--- src/rtl/rst_controller_mc.sv ---
// Multi-channel software reset generator on an Avalon-MM register bus.
// Each rst_out bit is a level-held bit OR a self-timed, retriggerable pulse.
module rst_controller_mc #(
  parameter int unsigned       NUM_CH        = 4,
  parameter int unsigned       CNT_W         = 16,
  parameter int unsigned       DEFAULT_PULSE = 100,
  parameter logic [NUM_CH-1:0] RST_INIT      = {NUM_CH{1'b1}}
) (
  input  logic              clk_sys,
  input  logic              rst_n,
  input  logic [1:0]        address,
  input  logic              read,
  input  logic              write,
  input  logic [31:0]       writedata,
  output logic [31:0]       readdata,
  output logic [NUM_CH-1:0] rst_out,
  output logic              busy
);

  localparam logic [1:0]       AddrLevel  = 2'd0;
  localparam logic [1:0]       AddrPulse  = 2'd1;
  localparam logic [1:0]       AddrLen    = 2'd2;
  localparam logic [1:0]       AddrStatus = 2'd3;
  localparam logic [CNT_W-1:0] PlenRst    = CNT_W'(DEFAULT_PULSE);
  localparam logic [CNT_W-1:0] CntOne     = CNT_W'(1);

  typedef enum logic {StIdle, StPulse} ch_state_e;

  // Assertion is asynchronous; deassertion is retimed through two flops.
  logic [1:0] rst_sync_q;
  logic       rst_int_n;

  always_ff @(posedge clk_sys or negedge rst_n) begin
    if (!rst_n) begin
      rst_sync_q <= 2'b00;
    end else begin
      rst_sync_q <= {rst_sync_q[0], 1'b1};
    end
  end

  assign rst_int_n = rst_sync_q[1];

  ch_state_e         state_q [NUM_CH];
  logic [CNT_W-1:0]  cnt_q   [NUM_CH];
  logic [NUM_CH-1:0] level_q, pulse_q, done_q, rst_out_q;
  logic [CNT_W-1:0]  plen_q;
  logic [31:0]       readdata_q;

  logic              wr_level, wr_pulse, wr_len, wr_status;
  logic [NUM_CH-1:0] wdata_ch, pulse_start, cnt_last, pulse_d, level_d, done_d, done_set;
  logic [CNT_W-1:0]  plen_eff;
  logic [31:0]       rdata;
  logic              unused_wdata;

  assign unused_wdata = ^writedata;
  assign wdata_ch     = writedata[NUM_CH-1:0];
  assign wr_level     = write && (address == AddrLevel);
  assign wr_pulse     = write && (address == AddrPulse);
  assign wr_len       = write && (address == AddrLen);
  assign wr_status    = write && (address == AddrStatus);
  assign pulse_start  = wr_pulse ? wdata_ch : '0;
  assign plen_eff     = (plen_q == '0) ? CntOne : plen_q;
  assign level_d      = wr_level ? wdata_ch : level_q;

  always_comb begin
    cnt_last = '0;
    pulse_d  = '0;
    done_set = '0;
    for (int i = 0; i < NUM_CH; i++) begin
      cnt_last[i] = (state_q[i] == StPulse) && (cnt_q[i] == CntOne);
      pulse_d[i]  = pulse_start[i] | ((state_q[i] == StPulse) & ~cnt_last[i]);
      // A retrigger on the final cycle aborts the pulse, so no completion.
      done_set[i] = cnt_last[i] & ~pulse_start[i];
    end
    done_d = (done_q & ~(wr_status ? wdata_ch : '0)) | done_set;
  end

  // Register reads return pre-write state when read and write coincide.
  always_comb begin
    rdata = '0;
    unique case (address)
      AddrLevel:  rdata[NUM_CH-1:0] = level_q;
      AddrPulse:  rdata[NUM_CH-1:0] = pulse_q;
      AddrLen:    rdata[CNT_W-1:0]  = plen_q;
      AddrStatus: begin
        rdata[NUM_CH-1:0] = done_q;
        rdata[31:24]      = 8'(NUM_CH);
      end
      default:    rdata = '0;
    endcase
  end

  always_ff @(posedge clk_sys or negedge rst_int_n) begin
    if (!rst_int_n) begin
      for (int i = 0; i < NUM_CH; i++) begin
        state_q[i] <= StIdle;
        cnt_q[i]   <= '0;
      end
      level_q    <= RST_INIT;
      pulse_q    <= '0;
      done_q     <= '0;
      rst_out_q  <= RST_INIT;
      plen_q     <= PlenRst;
      readdata_q <= '0;
    end else begin
      for (int i = 0; i < NUM_CH; i++) begin
        unique case (state_q[i])
          StIdle: begin
            if (pulse_start[i]) begin
              state_q[i] <= StPulse;
              cnt_q[i]   <= plen_eff;
            end
          end
          StPulse: begin
            if (pulse_start[i]) begin
              cnt_q[i] <= plen_eff;
            end else begin
              cnt_q[i] <= cnt_q[i] - CntOne;
              if (cnt_last[i]) state_q[i] <= StIdle;
            end
          end
          default: state_q[i] <= StIdle;
        endcase
      end
      level_q   <= level_d;
      pulse_q   <= pulse_d;
      done_q    <= done_d;
      rst_out_q <= level_d | pulse_d;
      if (wr_len) plen_q <= writedata[CNT_W-1:0];
      if (read) readdata_q <= rdata;
    end
  end

  assign readdata = readdata_q;
  assign rst_out  = rst_out_q;
  assign busy     = |pulse_q;

endmodule

--- config.mk ---
export PLATFORM = sky130hd
export DESIGN_NAME = rst_controller_mc
export DESIGN_NICKNAME = d
export VERILOG_FILES = /design/src/rtl/rst_controller_mc.sv
export SDC_FILE = /design/constraint.sdc
export NUM_CORES = 1
export LEC_CHECK = 0
export ABC_AREA = 1
export CAP_MARGIN = 20
export CORE_UTILIZATION = 55
export CTS_CLUSTER_DIAMETER = 30
export CTS_CLUSTER_SIZE = 40
export DETAILED_ROUTE_END_ITERATION = 8
export DONT_BUFFER_PORTS = 1
export PLACE_DENSITY = 0.7
export SYNTH_ARGS = -nofsm -noshare
export SYNTH_HDL_FRONTEND = slang
export SYNTH_SLANG_ARGS = --single-unit
--- constraint.sdc ---
create_clock -name clk_sys -period 3.7 [get_ports clk_sys]
set_input_delay 0.74 -clock clk_sys [delete_from_list [all_inputs] [get_ports clk_sys]]
set_output_delay 0.74 -clock clk_sys [all_outputs]
set_load 0.02 [all_outputs]
==> flow_summary.ini <==
[outcome]
status = finished clean

[critical_path]
rrSetupSlack_ns = 2.15
worstSetupPathType = register to primary output
cp_slowest_cell = or4_1
crit_path_end_kind = primary output
path_cells = or4_1
r2r-end = cnt_q[62]
reg2reg_from = cnt_q[48]
crit_path_start_kind = register
r2r_cells = 9
worst-path-buf-inv = 0
max_stage_delay_ns = 0.67
crit_family = simple AND/OR/NAND/NOR gates
worstPathArrival_ns = 1.48
crit_required_ns = 2.96
path_max_fanout = 2

[final_layout]
seq_area_um2 = 3000
nNetsFinal = 988
multi_input_area_um2 = 3140
drive_above_1_share_pct = 7.02
diodes = 0
post-route-util_pct = 62.0
nFillCells = 1129
areaGrowthSynthToFinish_pct = 9.81
instances_no_fill = 1102

[sta]
fmax_mhz = 450
setup_violations = 0
timing.final.crit_share_pct = 60.0
finalCriticalPeriod_ns = 2.22
skew_ns = 0.0147
slew_headroom_pct = 44.5
slew_violations = 0
hold_viol = 0
setup_tns_ns = 0
max_slew.worst_pin.slew_ns = 0.833
rsz0062_at_grt = no
fin_hold_ws_ns = 0.362

[synth]
synth_area_um2 = 6790
async_flop_share_pct = 100
synthCells = 939
yosysWarningCount = 0
synth_cell_type_count = 39
synthFlopType = dfrtp_1
synth-edff-count = 0
syn_area_per_cell_um2 = 7.23
ys_ff_latch = 119
ys_seq_area_share_pct = 44.1

[grt]
grt_pass1_wl_mm = 28.6
grtUsageMet2_pct = 46.6
grt_pass1_vias = 5639
grt_max_degree = 65
antenna_found_initial = 0
grt_usage_pct = 29.4
grt_use_met1_pct = 38.6
grtUsageMet3_pct = 6.91
overflow = 0
gr-max-usage-layer = met2

[floorplanning]
rows = 40
design.die.area_um2 = 12800
die_w_um = 113
initial_core_util_pct = 56.5
io_pins = 75
die_h_um = 113
coreArea_um2 = 12000

[routing]
wire_per_inst_um = 15.8
wl_mm = 17.4
ant_nets = 0
dr_total_vias = 5930
route.detailed.drc = 0
routed_via_density = 5.38
drt_first_pass_iters = 5
drt_iter0_markers = 442

[power]
power_frac_comb_pct = 23.0
powerDensity_nw_per_um2 = 650
clockPowerShare_pct = 35.1
intPower_mw = 3.08
ir_drop_mv = 0.369
swShare_pct = 36.4
seqPwrFrac_pct = 41.9
power_mw = 4.84
power_switching_mw = 1.76
leakagePower_nw = 3.75

[clock_network]
clock_path_buffers = 2
path_clk_slew_ns = 0.06
clock_latency_ns = 0.43
post_cts_resized = 0
clock_sinks = 119
cts_made_buffers = 17
htreeDepth = 4
tritoncts = yes
cts_root_buf = clkbuf_16

[placed_design]
dp.cells = 1069
portBuffers = 0
dp_hpwl_mm = 12.0
place_congestion = 0.873

[run]
maxCapViolCount = 0

[min_path]
hp-class = register to register
holdCritStartpoint = rst_sync_q[0]
worstHoldEndpoint = rst_sync_q[1]
hold-path-cell-count = 0
[how the worst max path moves through the flow]
| stage | start | cells past startpoint | endpoint | slack (ns) |
|---|---|---|---|---|
| CTS | pulse_q[0] | 1 | busy | 1.47 |
| global placement | address[0] | 7 | cnt_q[49] | 1.68 |
| floorplan | rst_sync_q[1] | 0 | cnt_q[0] | 0.16 |
| finish | pulse_q[0] | 1 | busy | 1.48 |
| detailed placement | address[0] | 7 | cnt_q[48] | 1.67 |
| global route | pulse_q[0] | 1 | busy | 1.47 |
[layout by cell type, fill, tap and decap left out, types with 2 or more instances in the layout]
cell,n
o21ai_1,4
xnor2_1,5
bufinv_16,2
o22ai_1,14
clkinvlp_4,2
a21oi_1,32
inv_1,124
clkbuf_16,17
inv_2,6
inv_6,5
conb_1,16
nand2_1,284
nand2_4,4
o221ai_1,5
nor2_2,2
nand4_1,13
o21ai_0,34
dfrtp_1,107
dfstp_2,11
nor2_1,122
a22oi_1,2
nand3_4,4
ha_1,8
clkinv_4,4
xor2_1,13
nand3_1,96
[flip-flops by register name, summed over array words and instances, names as in the netlist]
| signal | cells |
|---|---|
| level_q | 4 |
| rst_sync_q | 2 |
| state_q | 4 |
| plen_q | 16 |
| readdata | 17 |
| done_q | 4 |
| cnt_q | 64 |
| pulse_q | 4 |
| rst_out | 4 |
[timing repair]
| action | CTS | global route |
|---|---|---|
| endpoints found under the hold margin | 2 | 0 |
| buffers inserted | 0 | 0 |
| hold buffers | 1 | 0 |
[layout make-up]
class                   instances  share of cell area (%)
repair buffers                  3                   0.504
clock buffers                  18                    5.89
multi-input cells             670                    42.1
flip-flops and latches        119                    40.2
well taps                     147                    2.47
inverters                     131                    6.60
clock inverters                14                    2.22
[kinds of logic (layout without fill, tap and decap cells)]
kind of cell / Yosys count / count (layout) / synth area share (%)
XOR/XNOR: 18 / 18 / 2.32
multiplexers: 1 / 1 / 0.166
adder cells (fa/ha/maj): 8 / 8 / 1.47
AO/OA/AOI/OAI: 96 / 96 / 7.95
other: 2 / 16 / 0.111
buffers and inverters: 164 / 166 / 10.4
flip-flops: 119 / 119 / 44.1
AND/OR/NAND/NOR: 531 / 531 / 33.5
[per-stage QoR]
stage                     cell area (um2)  setup slack (ns)
after CTS                            7450              1.47
after global routing                 7450              1.47
final                                7450              1.48
after detailed placement             6840              1.67
after global placement               6840              1.68
after floorplan                      6840             0.159
[power groups by stage]
stage | Sequential [mW] | Combinational (mW) | Clock (mW)
after global routing | 2.07 | 1.29 | 1.78
after global placement | 2.04 | 1.07 | 0
after floorplan | 1.92 | 0.921 | 0
final | 2.03 | 1.12 | 1.70
after detailed placement | 2.04 | 1.11 | 0
after CTS | 2.02 | 1.12 | 1.71
[cells in the mapped netlist (2+ instances only)]
library cell / instances / share of area (%)
nand2_1: 284 / 16
inv_1: 124 / 6.9
nor2_1: 122 / 6.7
dfrtp_1: 108 / 40
nand3_1: 96 / 7.1
o21ai_0: 34 / 2.5
a21oi_1: 32 / 2.4
buf_4: 16 / 1.8
o22ai_1: 14 / 1.3
nand4_1: 13 / 1.2
xor2_1: 13 / 1.7
dfstp_2: 11 / 4.3
buf_2: 8 / 0.59
ha_1: 8 / 1.5
inv_2: 6 / 0.33
clkbuf_1: 5 / 0.28
o221ai_1: 5 / 0.65
xnor2_1: 5 / 0.65
nand2_4: 4 / 0.66
nand3_4: 4 / 1.0
o21ai_1: 4 / 0.29
buf_6: 3 / 0.50
a22oi_1: 2 / 0.22
conb_1: 2 / 0.11
nor2_2: 2 / 0.18
[per-layer routing]
metal | up-vias | part of all wire [%]
met3 | 40 | 5.6
met1 | 2784 | 44
li1 | 2948 | -
met4 | 0 | 2.9
met5 | - | 0
met2 | 158 | 48
(Power assumes the default switching activity.)
